--- config.mk ---
export PLATFORM = sky130hd
export DESIGN_NAME = span_load_sequencer
export DESIGN_NICKNAME = d
export VERILOG_FILES = /design/src/rtl/span_load_sequencer.sv
export SDC_FILE = /design/constraint.sdc
export NUM_CORES = 1
export LEC_CHECK = 0
export CORE_UTILIZATION = 50
export CTS_CLUSTER_SIZE = 8
export DETAILED_ROUTE_END_ITERATION = 10
export GPL_TIMING_DRIVEN = 0
export PLACE_DENSITY_LB_ADDON = 0.2
export SLEW_MARGIN = 5
export SYNTH_ARGS = -nofsm -noshare
export SYNTH_HDL_FRONTEND = slang
export SYNTH_SLANG_ARGS = --single-unit
--- constraint.sdc ---
create_clock -name clk -period 3.5 [get_ports clk]
set_input_delay 0.35 -clock clk [delete_from_list [all_inputs] [get_ports clk]]
set_output_delay 0.35 -clock clk [all_outputs]
set_load 0.01 [all_outputs]
--- src/rtl/span_load_sequencer.sv ---
// Streams one set of SPAN/CME parameter words from a parameter RAM into span_cme,
// waits out the compute latency, reads the result back and offers it on valid/ready.
module span_load_sequencer #(
  parameter int NUM_WORDS      = 34,
  parameter int DATA_W         = 16,
  parameter int ADDR_W         = 10,
  parameter int OFF_W          = 6,
  parameter int COMPUTE_CYCLES = 200,
  parameter int RESULT_OFF     = 0
) (
  input  logic              clk,
  input  logic              reset,
  input  logic              start,
  input  logic [ADDR_W-1:0] base_addr,
  input  logic              abort,
  output logic              busy,
  output logic              start_ignored,
  output logic              mem_rd,
  output logic [ADDR_W-1:0] mem_addr,
  input  logic [DATA_W-1:0] mem_rdata,
  output logic              cme_chipselect,
  output logic              cme_write,
  output logic              cme_read,
  output logic [OFF_W-1:0]  cme_offset,
  output logic [DATA_W-1:0] cme_writeData,
  input  logic [DATA_W-1:0] cme_readData,
  output logic              res_valid,
  output logic [DATA_W-1:0] res_data,
  input  logic              res_ready
);

  localparam int K_W = $clog2(NUM_WORDS + 1);
  localparam int W_W = $clog2(COMPUTE_CYCLES + 1);

  typedef enum logic [2:0] {
    S_IDLE,
    S_LOAD,
    S_WAIT,
    S_RD,
    S_CAP,
    S_RESULT
  } state_t;

  state_t             state_reg, state_next;
  logic [K_W-1:0]     k_reg, k_next;
  logic [W_W-1:0]     wait_reg, wait_next;
  logic [ADDR_W-1:0]  base_reg, base_next;

  logic               busy_reg, busy_next;
  logic               start_ignored_reg, start_ignored_next;
  logic               mem_rd_reg, mem_rd_next;
  logic [ADDR_W-1:0]  mem_addr_reg, mem_addr_next;
  logic               cs_reg, cs_next;
  logic               wr_reg, wr_next;
  logic               rd_reg, rd_next;
  logic [OFF_W-1:0]   offset_reg, offset_next;
  logic [DATA_W-1:0]  wdata_reg, wdata_next;
  logic               res_valid_reg, res_valid_next;
  logic [DATA_W-1:0]  res_data_reg, res_data_next;

  always_comb begin
    state_next         = state_reg;
    k_next             = k_reg;
    wait_next          = wait_reg;
    base_next          = base_reg;
    mem_rd_next        = 1'b0;
    mem_addr_next      = mem_addr_reg;
    cs_next            = 1'b0;
    wr_next            = 1'b0;
    rd_next            = 1'b0;
    offset_next        = offset_reg;
    wdata_next         = wdata_reg;
    res_valid_next     = res_valid_reg;
    res_data_next      = res_data_reg;
    start_ignored_next = start && (state_reg != S_IDLE);

    case (state_reg)
      S_IDLE: begin
        if (start) begin
          // Word 0 is requested on the accepting edge so the RAM pipeline starts at once.
          state_next    = S_LOAD;
          k_next        = '0;
          base_next     = base_addr;
          mem_rd_next   = 1'b1;
          mem_addr_next = base_addr;
        end
      end
      S_LOAD: begin
        k_next = k_reg + K_W'(1);
        if (k_reg != '0) begin
          cs_next     = 1'b1;
          wr_next     = 1'b1;
          offset_next = OFF_W'(k_reg - K_W'(1));
          wdata_next  = mem_rdata;
        end
        if (k_reg < K_W'(NUM_WORDS - 1)) begin
          mem_rd_next   = 1'b1;
          mem_addr_next = base_reg + ADDR_W'(k_reg) + ADDR_W'(1);
        end
        if (k_reg == K_W'(NUM_WORDS)) begin
          state_next = S_WAIT;
          k_next     = '0;
          wait_next  = '0;
        end
      end
      S_WAIT: begin
        // The first WAIT cycle still shows the last load write, so the idle gap on
        // the bus is exactly COMPUTE_CYCLES before the result read appears.
        wait_next = wait_reg + W_W'(1);
        if (wait_reg == W_W'(COMPUTE_CYCLES)) begin
          state_next  = S_RD;
          wait_next   = '0;
          cs_next     = 1'b1;
          rd_next     = 1'b1;
          offset_next = OFF_W'(RESULT_OFF);
        end
      end
      S_RD: begin
        state_next = S_CAP;
      end
      S_CAP: begin
        res_data_next  = cme_readData;
        res_valid_next = 1'b1;
        state_next     = S_RESULT;
      end
      S_RESULT: begin
        if (res_ready) begin
          res_valid_next = 1'b0;
          state_next     = S_IDLE;
        end
      end
      default: begin
        state_next = S_IDLE;
      end
    endcase

    if (abort) begin
      state_next     = S_IDLE;
      k_next         = '0;
      wait_next      = '0;
      mem_rd_next    = 1'b0;
      cs_next        = 1'b0;
      wr_next        = 1'b0;
      rd_next        = 1'b0;
      res_valid_next = 1'b0;
    end

    busy_next = (state_next != S_IDLE);
  end

  always_ff @(posedge clk or negedge reset) begin
    if (!reset) begin
      state_reg         <= S_IDLE;
      k_reg             <= '0;
      wait_reg          <= '0;
      base_reg          <= '0;
      busy_reg          <= 1'b0;
      start_ignored_reg <= 1'b0;
      mem_rd_reg        <= 1'b0;
      mem_addr_reg      <= '0;
      cs_reg            <= 1'b0;
      wr_reg            <= 1'b0;
      rd_reg            <= 1'b0;
      offset_reg        <= '0;
      wdata_reg         <= '0;
      res_valid_reg     <= 1'b0;
      res_data_reg      <= '0;
    end else begin
      state_reg         <= state_next;
      k_reg             <= k_next;
      wait_reg          <= wait_next;
      base_reg          <= base_next;
      busy_reg          <= busy_next;
      start_ignored_reg <= start_ignored_next;
      mem_rd_reg        <= mem_rd_next;
      mem_addr_reg      <= mem_addr_next;
      cs_reg            <= cs_next;
      wr_reg            <= wr_next;
      rd_reg            <= rd_next;
      offset_reg        <= offset_next;
      wdata_reg         <= wdata_next;
      res_valid_reg     <= res_valid_next;
      res_data_reg      <= res_data_next;
    end
  end

  assign busy           = busy_reg;
  assign start_ignored  = start_ignored_reg;
  assign mem_rd         = mem_rd_reg;
  assign mem_addr       = mem_addr_reg;
  assign cme_chipselect = cs_reg;
  assign cme_write      = wr_reg;
  assign cme_read       = rd_reg;
  assign cme_offset     = offset_reg;
  assign cme_writeData  = wdata_reg;
  assign res_valid      = res_valid_reg;
  assign res_data       = res_data_reg;

endmodule

==> metrics.yaml, run 1 <==
drt-wirelength-per-cell_microns: 15.1
die_w_microns: 90.5
post-place-ws_ns: 0.995
cap_violations: 0
ys_seq_area_share_pct: 52.4
ys_ff_latch: 82
hold_buffers: 1
cp-end-kind: "flop"
grt_pass1_wl_mm: 14.9
finalNetCount: 527
root_buffer: "clkbuf_8"
grt_max_degree: 56
dieArea_sq_um: 8190
overflow: 0
leakagePower_nw: 2.31
clock_skew_ns: 0.00728
status: "finished clean"
ctsResizeCount: 0
hold_class: "input port to async pin"
place_inst: 554
syn_area_per_cell_sq_um: 11.1
dr.first_iter.drc_count: 106
clock_sinks: 82
seqCellArea_sq_um: 2050
slowest_delay_ns: 0.52
syn_inst: 353
port-buffer-count: 101
crit_fanout: 10
crit_required_ns: 3.74
area_delta_synth_final_pct: 35.6
ioPinCount: 102
globalplace.congestion: 0.830
fin_crit_ns: 2.34
dpl-instance-area_sq_um: 5080
syn-num-nets: 413
cts_tree: "yes"
startpoint_type: "flop"
cp_cell_sequence: "inv_1 > ha_1 > or4b_4 > a311o_1 > buf_6 > a22oi_1 > nand2_1"
via_per_inst: 5.40
antenna_found_initial: 0
cts_buffers: 9
track_usage_pct: 23.1
path_delay_family: "simple AND/OR/NAND/NOR gates"
dp_hpwl_mm: 6.31
period_share_pct: 66.9
slew_violations: 0
worstMarginPinSlew_ns: 0.938
drt_wl_total_mm: 8.63
fin_ws_ns: 1.16
synth.distinct_cells: 50
drt_first_pass_iters: 4
relSlewSlack_pct: 37.4
rsz0062_at_grt: "no"
num_rows: 31
synthArstFlopShare_pct: 100
fin_cells: 570
fillers: 530
whs_ns: 0.451
path_clk_slew_ns: 0.08
initial_core_util_pct: 52.9
grt_pass1_vias: 3099
crit_arrival_ns: 2.58
clock_latency_ns: 0.35
drive_above_1_share_pct: 16.3
die_y_microns: 90.5
diodes: 0
p_per_area_nw_per_um2: 520
drc: 0
design_area_sq_um: 5310
synth.cell_area_sq_um: 3920
cp_slowest_cell: "or4b_4"
peakVddDrop_mv: 0.406
path_buf_inv: 2
final_util_pct: 71.7
core_sq_um: 7410
num_vias: 3077
cts.path.max_buffers: 2
ys_warn_count: 0
finalSetupViolCount: 0
fmax_ghz: 0.427
synth_edf_count: 0
multi_input_area_sq_um: 1750
synth_flop_cell: "dfrtp_1"
htree_levels: 3
hold_viol_final: 0
ant_nets: 0
cts_setup_buffers: 0
crit_type: "flop to flop"
[area by class of cell]
type	instances	share of cell area [%]
Sequential cell	82	38.6
Timing Repair Buffer	103	19.7
Multi-Input combinational cell	245	32.9
Inverter	10	0.707
Clock buffer	11	2.66
Buffer	16	1.70
Tap cell	99	2.33
Clock inverter	4	1.44
[metrics by stage]
step / TNS (ns) / total power, mW
global route: 0 / 2.92
floorplan: 0 / 1.57
detailed placement: 0 / 2.04
finish: 0 / 2.76
CTS: 0 / 2.80
global placement: -67.87 / 2.01
[worst reg2reg max path, delay by kind of cell (launching register included)]
| family | cells | cell delay, ns |
|---|---|---|
| buffers and inverters | 2 | 0.36 |
| flip-flops | 1 | 0.47 |
| AND/OR/NAND/NOR | 2 | 0.60 |
| AO/OA/AOI/OAI | 2 | 0.56 |
| adder cells (fa/ha/maj) | 1 | 0.24 |
[where the power goes]
part / internal (mW) / leakage, nW / switching (mW) / total [mW]
clock: 0.419 / 0.106 / 0.332 / 0.751
sequential: 1.12 / 1.05 / 0.102 / 1.23
combinational: 0.484 / 1.16 / 0.303 / 0.787
[worst paths after layout]
kind                              from           to  slack (ns)  cells past startpoint
setup / recovery              k_reg[1]  mem_addr[5]        1.16                      7
hold / removal                   reset  res_data[6]        0.45                      2
setup reg to reg              k_reg[1]  mem_addr[5]        1.16                      7
hold reg to reg            mem_addr[1]  mem_addr[1]        0.50                      2
max in group asynchronous        reset  base_reg[4]        2.46                      3
min in group clk           mem_addr[1]  mem_addr[1]        0.50                      2
[synthesized netlist by cell type (4+ instances only)]
cell	count	area share [%]
a21oi_1	14	1.8
a22o_1	7	1.6
and3_1	4	0.64
buf_2	9	1.1
dfrtp_1	82	52
ha_1	12	3.8
inv_1	10	0.96
mux2_2	39	11
nand2_1	36	3.4
nand3_1	6	0.77
nand3b_1	4	0.77
nor2_1	24	2.3
nor2b_1	5	0.80
nor3_1	8	1.0
o21a_1	4	0.77
o21ai_0	32	4.1
xnor2_1	4	0.89
xor2_1	4	0.89
[per-layer routing]
metal	vias to the layer above	track usage (%)	part of all wire, %
met4	0	9.14	1.4
met3	12	3.96	4.0
met2	84	39.4	52
met5	-	0	0
li1	1483	-	-
met1	1498	29.2	43
[cell usage in the layout (no fill, tap or decap), drive strengths merged, types with 2 or more instances in the layout]
| cell type | Yosys | layout |
|---|---|---|
| clkdlybuf4s50 | 0 | 100 |
| dfrtp | 82 | 82 |
| mux2 | 39 | 39 |
| nand2 | 36 | 36 |
| o21ai | 32 | 32 |
| nor2 | 24 | 24 |
| buf | 13 | 15 |
| a21oi | 14 | 14 |
| clkbuf | 3 | 14 |
| ha | 12 | 12 |
| nor3 | 11 | 11 |
| inv | 10 | 10 |
| a22o | 7 | 7 |
| nand3 | 6 | 6 |
| nor2b | 5 | 5 |
| and3 | 4 | 4 |
| nand3b | 4 | 4 |
| o21a | 4 | 4 |
| xor2 | 4 | 4 |
| xnor2 | 4 | 4 |
| a31oi | 4 | 4 |
| a211oi | 3 | 3 |
| mux2i | 3 | 3 |
| a22oi | 3 | 3 |
| or2 | 2 | 2 |
| a311o | 2 | 2 |
| or3 | 2 | 2 |
| o31ai | 2 | 2 |
| bufinv | 0 | 2 |
| nor3b | 2 | 2 |
[cells by family after synthesis]
family | share of synthesized area, %
flip-flops | 52.4
buffers and inverters | 3.26
XOR/XNOR | 1.79
adder cells (fa/ha/maj) | 4.34
multiplexers | 12.0
AO/OA/AOI/OAI | 13.2
AND/OR/NAND/NOR | 13.1
Note: power is estimated with default switching activity, not from simulation.
==> run 2, diff against run 1 <==
CORE_UTILIZATION = 49   (was 50)
clock period = 2.2 ns   (was 3.5 ns; I/O delays follow)
==> run 2 against run 1 <==
  * First-iteration DRC count grew 11%
  * Sequential share of layout area shrank 0.91 points
  * Design area grew 2.5%
  * Largest cell class unchanged
  * Largest power group unchanged
==> metrics.yaml, run 2 (same netlist as run 1, synthesis figures left out) <==
status: "finished clean"
grtUsageMet3_pct: 5.78
path_clk_slew_ns: 0.09
period_share_pct: 98.4
cap_violations: 0
comb_power_share_pct: 29.9
clock_sinks: 82
num_vias: 3138
drive_above_1_share_pct: 20.8
port-buffer-count: 101
startpoint_type: "flop"
overflow: 0
worstMarginPinSlew_ns: 0.641
fin_tns_setup_ns: 0
drc: 0
grt_busiest_layer: "met2"
root_buffer: "clkbuf_8"
ioPinCount: 102
core_sq_um: 7730
fillers: 577
fin_crit_ns: 2.16
finalSetupViolCount: 0
grt_max_degree: 55
track_usage_pct: 21.7
switching_share_pct: 27.9
use_met2_pct: 35.4
cts_buffers: 9
final_common_cell: "clkdlybuf4s50_1"
area_delta_synth_final_pct: 39.1
internal-power_mw: 3.11
cts.path.max_buffers: 2
finalNetCount: 536
drt_wl_total_mm: 8.83
fmax_ghz: 0.462
dr.first_iter.drc_count: 118
num_rows: 32
drt-wirelength-per-cell_microns: 15.2
diodes: 0
p_switching_mw: 1.21
die_w_microns: 91.4
final_cell_mix: "clkdlybuf4s50_1 (100), dfrtp_1 (80), mux2_2 (39), nand2_1 (36), o21ai_0 (32)"
fin_ws_ns: 0.0362
crit_fanout: 7
grt_use_met1_pct: 28.9
post-place-ws_ns: -0.155
clock_skew_ns: 0.0117
leakagePower_nw: 2.35
slowest_delay_ns: 0.51
drt_first_pass_iters: 4
htree_levels: 3
clock_latency_ns: 0.36
final_util_pct: 70.5
via_per_inst: 5.38
dieArea_sq_um: 8360
dp_hpwl_mm: 6.04
p_per_area_nw_per_um2: 792
cp-end-kind: "flop"
ant_nets: 0
peakVddDrop_mv: 0.555
slew_violations: 0
antenna_found_initial: 0
finalPower_mw: 4.31
crit_type: "flop to flop"
cts_tree: "yes"
pwr-share-clk_pct: 25.0
crit_arrival_ns: 2.46
initial_core_util_pct: 50.7
seq_power_share_pct: 45.1
cp_cell_sequence: "inv_4 > ha_4 > or4b_4 > a311o_1 > buf_6 > nor2_1 > mux2i_1 > nand2_1"
die_y_microns: 91.4
relSlewSlack_pct: 56.9
grt_pass1_vias: 3005
grt_pass1_wl_mm: 14.3
hold_class: "input port to async pin"
crit_required_ns: 2.50
hold_viol_final: 0
cp_slowest_cell: "or4b_4"
globalplace.congestion: 0.838
## run 2: changes by cell type in the layout (fill, tap and decap cells not counted), moves of 2 or more
cell	previous run	this run
buf_4	2	13
buf_2	9	7
dfrtp_1	82	80
dfrtp_2	0	2
inv_1	10	8
inv_4	0	2
nor3_1	8	6
## run 2: per-layer routing
layer  vias to the layer above  wire, microns
met4                         0            163
li1                       1506              -
met3                        18            433
met5                         -              0
met1                      1526           3950
met2                        88           4290
## run 2: stage by stage
| step | hold slack, ns | cells | area, sq um |
|---|---|---|---|
| finish | 0.320 | 583 | 5450 |
| CTS | 0.329 | 576 | 5330 |
| floorplan | -0.0756 | 353 | 3920 |
| global route | 0.342 | 583 | 5450 |
| global placement | 0.471 | 556 | 5060 |
| detailed placement | 0.168 | 557 | 5080 |
## run 2: final timing paths
kind                                    from          endpoint  slack [ns]  cells after the start
worst max-delay path                k_reg[1]       mem_addr[5]        0.04                      8
max in group asynchronous              reset          k_reg[1]        1.27                      3
worst min register to register   wait_reg[7]       wait_reg[7]        0.49                      1
worst max register to register      k_reg[1]       mem_addr[5]        0.04                      8
worst min-delay path                   reset       res_data[2]        0.32                      2
min in group clk                mem_rdata[6]  cme_writeData[6]        0.47                      2
## run 2: repair_timing
action / CTS / global route
hold buffers: 1 / 0
cloned: 0 / 1
resized for setup: 9 / 13
setup endpoints to repair: 17 / 40
endpoints found under the hold margin: 28 / 0
pin swaps: 1 / 2
buffers inserted: 2 / 7
## run 2: critical path: cells and delay by family, from the launching register on
kind / cells / cell delay [ns]
multiplexers: 1 / 0.10
buffers and inverters: 2 / 0.26
AND/OR/NAND/NOR: 3 / 0.70
AO/OA/AOI/OAI: 1 / 0.45
flip-flops: 1 / 0.47
adder cells (fa/ha/maj): 1 / 0.14
## run 2: layout make-up
cell class,count,area (sq um),area share (%)
Sequential cell,82,2050,37.7
Inverter,10,42.5,0.781
Buffer,15,91.3,1.68
Tap cell,102,128,2.34
Multi-Input combinational cell,245,1820,33.3
Timing Repair Buffer,113,1120,20.6
Clock inverter,6,67.6,1.24
Clock buffer,10,128,2.34
## run 2: power groups by stage
stage	combinational (mW)	sequential (mW)	clock, mW
floorplan	0.412	2.08	0
global placement	1.23	1.96	0
detailed placement	1.25	1.97	0
CTS	1.28	1.94	1.10
global route	1.39	1.99	1.16
finish	1.29	1.95	1.08
